<file path="config.mk">
export PLATFORM = sky130hd
export DESIGN_NAME = serial_load_ctrl
export DESIGN_NICKNAME = d
export VERILOG_FILES = /design/src/rtl/serial_load_ctrl.sv
export SDC_FILE = /design/constraint.sdc
export NUM_CORES = 1
export LEC_CHECK = 0
export ABC_AREA = 1
export CAP_MARGIN = 25
export CORE_ASPECT_RATIO = 1.25
export CORE_MARGIN = 5
export CORE_UTILIZATION = 46
export CTS_CLUSTER_SIZE = 8
export DETAILED_ROUTE_END_ITERATION = 8
export GPL_TIMING_DRIVEN = 0
export PLACE_DENSITY = 0.7
export SLEW_MARGIN = 20
export SYNTH_ARGS = -nofsm -noshare
export SYNTH_HDL_FRONTEND = slang
export SYNTH_SLANG_ARGS = --single-unit
</file>
<file path="constraint.sdc">
create_clock -name clock -period 2.1 [get_ports clock]
set_input_delay 0.42 -clock clock [delete_from_list [all_inputs] [get_ports clock]]
set_output_delay 0.42 -clock clock [all_outputs]
set_load 0.1 [all_outputs]
</file>
<file path="src/rtl/serial_load_ctrl.sv">
// Parallel-to-serial load controller: shifts a captured word out MSB first with a strobe every DIV cycles.
// Optional macro SER_PARITY_EN appends an even-parity bit after the data bits.
module serial_load_ctrl #(
   parameter int WIDTH = 8,
   parameter int DIV   = 4
) (
   input  logic             clock,
   input  logic             clear,
   input  logic             start,
   input  logic             abort,
   input  logic [WIDTH-1:0] data_in,
   output logic             dI,
   output logic             dS,
   output logic             busy,
   output logic             done
);

`ifdef SER_PARITY_EN
   localparam int NBITS = WIDTH + 1;
`else
   localparam int NBITS = WIDTH;
`endif
   localparam int BCW = $clog2(WIDTH + 2);
   localparam int DCW = $clog2(DIV) + 1;

   typedef enum logic [1:0] {
      IDLE  = 2'd0,
      SHIFT = 2'd1,
      DONE  = 2'd2
   } state_t;

   state_t           state_r;
   state_t           state_next_s;
   logic [NBITS-1:0] shadow_r;
   logic [NBITS-1:0] load_word_s;
   logic [BCW-1:0]   bitcnt_r;
   logic [DCW-1:0]   divcnt_r;
   logic             div_wrap_s;

`ifdef SER_PARITY_EN
   function automatic logic even_parity(input logic [WIDTH-1:0] word);
      return ^word;
   endfunction

   assign load_word_s = {data_in, even_parity(data_in)};
`else
   assign load_word_s = data_in;
`endif

   assign div_wrap_s = (divcnt_r == DCW'(DIV - 1));

   // State register
   always_ff @(posedge clock or negedge clear) begin
      if (!clear) begin
         state_r <= IDLE;
      end else begin
         state_r <= state_next_s;
      end
   end

   // Next-state decode; abort outranks the final-bit transition
   always_comb begin
      state_next_s = state_r;
      case (state_r)
         IDLE: begin
            if (start) begin
               state_next_s = SHIFT;
            end else begin
               state_next_s = IDLE;
            end
         end
         SHIFT: begin
            if (abort) begin
               state_next_s = IDLE;
            end else if (div_wrap_s && (bitcnt_r == BCW'(1))) begin
               state_next_s = DONE;
            end else begin
               state_next_s = SHIFT;
            end
         end
         DONE:    state_next_s = IDLE;
         default: state_next_s = IDLE;
      endcase
   end

   // Output decode from state and counters
   always_comb begin
      dS   = 1'b0;
      dI   = 1'b0;
      busy = 1'b0;
      done = 1'b0;
      case (state_r)
         SHIFT: begin
            busy = 1'b1;
            dS   = div_wrap_s;
            dI   = shadow_r[NBITS-1];
         end
         DONE:    done = 1'b1;
         default: done = 1'b0;
      endcase
   end

   // Shadow word and bit/divider counters
   always_ff @(posedge clock or negedge clear) begin
      if (!clear) begin
         shadow_r <= {NBITS{1'b0}};
         bitcnt_r <= {BCW{1'b0}};
         divcnt_r <= {DCW{1'b0}};
      end else begin
         case (state_r)
            IDLE: begin
               if (start) begin
                  shadow_r <= load_word_s;
                  bitcnt_r <= BCW'(NBITS);
                  divcnt_r <= {DCW{1'b0}};
               end
            end
            SHIFT: begin
               if (div_wrap_s) begin
                  divcnt_r <= {DCW{1'b0}};
                  shadow_r <= {shadow_r[NBITS-2:0], 1'b0};
                  bitcnt_r <= bitcnt_r - BCW'(1);
               end else begin
                  divcnt_r <= divcnt_r + DCW'(1);
               end
            end
            default: begin
               divcnt_r <= divcnt_r;
            end
         endcase
      end
   end

endmodule

</file>
==> results of run 1 <==
-- repair_timing --
| item | in CTS | in global routing |
|---|---|---|
| endpoints found under the hold margin | 0 | 0 |
| resized for setup | 16 | 1 |
| hold buffers | 0 | 0 |
| setup endpoints to repair | 4 | 1 |
-- power breakdown --
group	switching, mW	internal [mW]	leakage [nW]
Combinational	0.314	0.165	0.290
Clock	0.0983	0.0737	0.0150
Sequential	0.0531	0.443	0.215
-- per-layer routing --
layer | track usage [%] | part of all wire [%]
met5 | 0 | 0
met4 | 4.615 | 0.93
met3 | 3.291 | 4.2
met2 | 24.86 | 51
met1 | 15.97 | 44
-- registers in the layout (all words and copies together), names as in the netlist --
name      cells
bitcnt_r      4
shadow_r      8
state_r       2
divcnt_r      3
-- kinds of logic (layout without fill, tap and decap cells) --
family          count (synthesis)  count (layout)  synth area share [%]
buf+inv                        19              38                 9.544
compound gates                 20              20                 11.40
simple gates                   47              47                 25.36
xor+xnor                        1               1                0.9973
flops                          17              17                 48.43
fa+ha+maj                       3               3                 4.274
-- through the flow --
step                TNS, ps  hold WS [ps]  utilization (%)  cells  setup WS (ps)
global placement     -726.5         460.5            59.17    141         -348.0
CTS                       0         486.7            60.22    145          27.27
finish                    0         482.1            60.36    145          105.6
detailed placement   -756.1         474.8            59.17    141         -352.8
floorplan                 0         124.4                -    107          176.9
global route              0         514.0            60.36    145          22.44
-- worst paths after layout --
path                                  start          end  slack, ps  cells past startpoint
max in group asynchronous             clear  bitcnt_r[0]       1060                      1
worst max-delay path             state_r[1]           dI        110                      5
worst max register to register  divcnt_r[0]  bitcnt_r[0]        710                      7
worst min-delay path            divcnt_r[0]  divcnt_r[0]        480                      1
min in group asynchronous             clear  shadow_r[4]        570                      1
worst min register to register  divcnt_r[0]  divcnt_r[0]        480                      1
-- cell type report --
cell class / count / area share [%]
Inverter: 16 / 5.568
Tap cell: 19 / 2.204
Timing Repair Buffer: 15 / 13.46
Sequential cell: 17 / 39.44
Buffer: 3 / 2.204
Multi-Input combinational cell: 71 / 34.69
Clock buffer: 4 / 2.436
-- layout by cell type, fill, tap and decap left out --
cell	synthesis	routed
nand4_1	2	2
nand3_2	1	1
inv_1	14	14
nand2_4	1	1
clkdlybuf4s50_1	0	11
nor2_1	5	3
nand2_2	1	1
buf_2	1	2
dfrtp_1	17	17
clkbuf_1	0	1
o21ai_1	1	1
nor3_1	1	1
nand2_1	27	27
clkbuf_4	0	4
a21oi_1	3	3
nor2_4	2	2
ha_1	3	3
buf_4	1	1
nand3_1	7	7
buf_6	1	1
inv_2	2	2
clkdlybuf4s15_2	0	2
o21ai_0	16	16
nor2_2	0	2
xor2_1	1	1
==> impl_metrics.ini, run 1 <==
[global_route]
grt.overflow.total = 0
grt_use_total_pct = 13.84
grt_max_degree = 18
grt_pass1_wl_um = 3180
first_global_vias = 755
antenna_found_initial = 0

[sta]
post-route-min-period_ps = 1994
hold_viol = 0
maxSlewViolCount = 0
tightest_slew_ps = 751.7
fin_crit_sh_pct = 94.97
slew_headroom_pct = 49.73
clock.fmax_mhz = 501.4
setup_viol = 0
skew_ps = 1.613
rsz0062_at_grt = no

[layout]
layout-drive-gt1-share_pct = 15.08
fin_nets = 142
fin_area_um2 = 1079
area_delta_synth_final_pct = 22.79
regArea_um2 = 425.4
fillerInstances = 165
antenna_cells = 0
multiInputGateArea_um2 = 374.1

[drt]
wl_per_cell_um = 11.90
drt_iter0_markers = 7
firstDrtPassIters = 3
postRouteAntennaNets = 0
routed_via_density = 4.979
route.detailed.drc = 0
wl_um = 1725
vias = 722

[floorplan]
fp.coreArea_um2 = 1787
ios = 16
row_count = 17
dieHeight_um = 58.86
die_area_um2 = 2889
die_x_um = 49.09
start_util_pct = 49.16

[synthesis]
synth_cells = 107
synthTopCellsByArea = dfrtp_1, nand2_1, o21ai_0, inv_1, ha_1
synth-main-ff-cell = dfrtp_1
syn-num-nets = 122
synth.top_cell.area_share_pct = 48.43
yosys.area.top_type = dfrtp_1
ys_types = 20
synth-seq-area-share_pct = 48.43
synth_common_cells = nand2_1, dfrtp_1, o21ai_0
ys_ff_latch = 17
yosysWarnings = 0
yosysMostFrequentCell = nand2_1
synthArstFlopShare_pct = 100.0
synth_edf_count = 0
netlist_area_um2 = 878.3
avgSynthCellArea_um2 = 8.209

[job]
drv_cap = 0

[critical_path]
slowest_delay_ps = 430
worst_path_max_delay_cell = dfrtp_1
worst-path-buf-inv = 3
worst-endpoint-required_ps = 1680
worstSetupPathType = flop to output pin
critPathTopFamily = buffers and inverters
crit_arrival_ps = 1570
crit_chain = inv_2 -> nand2_1 -> buf_2 -> nor2_2 -> buf_2
crit_top_cell = buf_2
crit_fanout = 10
cp-start-kind = flop
worstSetupEndpointType = output pin

[clock_tree]
cts.path.max_buffers = 2
clkSlewWorstSetupHoldPaths_ps = 90
clock_latency_ps = 280
clock_sinks = 17
root_buffer = clkbuf_4
htreeDepth = 1
cts_buffers = 3
cts_tree = yes
post_cts_buffers = 0

[power]
power_density_nw_per_um2 = 1064
ir_drop_mv = 0.5227
finalPower_mw = 1.148
leakage_nw = 0.5199

[placed_design]
portBuffers = 15
dpl_cell_area_um2 = 1057
gp_congestion = 0.8243
hpwl_um = 1302

[worst_hold_path]
hold_path.class = flop to flop

[outcome]
status = finished clean
Note: power is estimated with default switching activity, not from simulation.
==> run 2, diff against run 1 <==
--- a/config.mk
+++ b/config.mk
@@ -13,7 +13,7 @@
 export CTS_CLUSTER_SIZE = 8
 export DETAILED_ROUTE_END_ITERATION = 8
 export GPL_TIMING_DRIVEN = 0
-export PLACE_DENSITY = 0.7
+export PLACE_DENSITY = 0.71
 export SLEW_MARGIN = 20
 export SYNTH_ARGS = -nofsm -noshare
 export SYNTH_HDL_FRONTEND = slang
==> run 2 against run 1 <==
Clock power increased by 5%. Largest cell class unchanged. Global-route usage increased by 0.69 points. Core utilization increased by 0.21 points. Critical path type unchanged. Critical path depth unchanged.
==> impl_metrics.ini, run 2 (synthesis results as in run 1) <==
[outcome]
status = finished clean

[layout]
multiInputGateArea_um2 = 374.1
mostFrequentLayoutCells = nand2_1, dfrtp_1, o21ai_0, inv_1, clkdlybuf4s50_1
fin_area_um2 = 1082
final_cells = 145
final_common_cell = nand2_1
fillerInstances = 183
top_regs = shadow_r (8), bitcnt_r (4), divcnt_r (3)
antenna_cells = 0
layout-drive-gt1-share_pct = 15.87
regArea_um2 = 425.4
largest_register_ffs = 8
area_delta_synth_final_pct = 23.22
largest-register = shadow_r
fin_nets = 142

[clock_tree]
cts_buffers = 3
clock_sinks = 17
clkSlewWorstSetupHoldPaths_ps = 100
clock_latency_ps = 300
htreeDepth = 1
cts_tree = yes
cts.path.max_buffers = 2
post_cts_buffers = 0
root_buffer = clkbuf_4

[floorplan]
ios = 16
dieHeight_um = 58.86
row_count = 17
die_area_um2 = 2889
start_util_pct = 49.16
die_x_um = 49.09
fp.coreArea_um2 = 1787

[sta]
finalSetupTns_ps = 0
rsz0062_at_grt = no
setup_viol = 0
hold_ws_ps = 501.5
hold_viol = 0
fin_crit_sh_pct = 94.20
skew_ps = 6.625
post-route-min-period_ps = 1978
slew_headroom_pct = 50.21
tightest_slew_ps = 744.5
clock.fmax_mhz = 505.5
maxSlewViolCount = 0

[critical_path]
crit_arrival_ps = 1560
slowest_delay_ps = 430
worst_path_max_delay_cell = dfrtp_1
reg2reg_setup_slack_ps = 720
reg2reg_from = divcnt_r[0]
worstSetupPathType = flop to output pin
startpoint = state_r[1]
crit_chain = inv_2 -> nand2_1 -> buf_4 -> nor2_4 -> clkbuf_4
worst-path-buf-inv = 3
r2r-end = shadow_r[7]
worstSetupEndpointType = output pin
cp.depth = 5
worst-endpoint-required_ps = 1680
crit_fanout = 10
cp-start-kind = flop
critPathTopFamily = buffers and inverters
crit_end = dS
reg2regPathDepth = 7

[global_route]
first_global_vias = 730
grt_pass1_wl_um = 3256
met2_usage_pct = 23.20
grt.busiest_layer = met2
grt_use_total_pct = 14.54
antenna_found_initial = 0
grt_max_degree = 18
global_route.usage.met1_pct = 18.01
grt.overflow.total = 0
use_met3_pct = 3.291

[drt]
vias = 750
drt_iter0_markers = 16
wl_um = 1754
postRouteAntennaNets = 0
routed_via_density = 5.172
route.detailed.drc = 0
firstDrtPassIters = 4
wl_per_cell_um = 12.10

[power]
finalPower_mw = 1.164
power_density_nw_per_um2 = 1075
leakage_nw = 0.5223
ir_drop_mv = 0.6326

[placed_design]
placed_cells = 141
portBuffers = 15
hpwl_um = 1308
gp_congestion = 0.8159
dpl_cell_area_um2 = 1057

[worst_hold_path]
hold_depth = 2
hold_path.class = flop to flop

[job]
drv_cap = 0
## run 2: worst min path at each step
stage | to | start | slack (ps)
3_5_place_dp | divcnt_r[0] | divcnt_r[0] | 470
6_report | bitcnt_r[3] | bitcnt_r[3] | 500
4_1_cts | divcnt_r[0] | divcnt_r[0] | 490
2_1_floorplan | bitcnt_r[0] | clear | 120
3_3_place_gp | divcnt_r[0] | divcnt_r[0] | 460
5_1_grt | divcnt_r[0] | divcnt_r[0] | 510
## run 2: cell type report
cell class	count	area share, %
sequential	17	39.31
multi-input combinational	71	34.57
timing repair buffer	15	13.64
inverter	16	5.549
buffer	3	2.197
tap	19	2.197
clock buffer	3	2.081
clock inverter	1	0.4624
## run 2: worst reg2reg max path: stages (launching register included)
cell     delay, ps
dfrtp_1        400
ha_1           190
inv_1           60
nor2_1         160
nand2_2        120
nand2_4        120
buf_6          150
o21ai_0         80
## run 2: timing repair
item | 4_1_cts | 5_1_grt
resized for setup | 16 | 2
endpoints found under the setup margin | 4 | 2
hold buffers | 0 | 0
## run 2: metal layers
layer  vias to the layer above  share of wire (%)
met5                         -                  0
met4                         0                2.6
met3                         5                4.9
met2                        18                 47
met1                       351                 46
li1                        376                  -
## run 2: through the flow
| step | util, % | setup WS [ps] |
|---|---|---|
| after detailed placement | 59.17 | -358.0 |
| after global placement | 59.17 | -348.0 |
| after CTS | 60.29 | 6.578 |
| after global routing | 60.57 | 29.82 |
| final | 60.57 | 121.8 |
| after floorplan | - | 176.9 |
## run 2: power by group
group          switching [mW]  total, mW  internal [mW]
registers              0.0556      0.498          0.443
clock network           0.110      0.181         0.0710
logic                   0.317      0.484          0.167
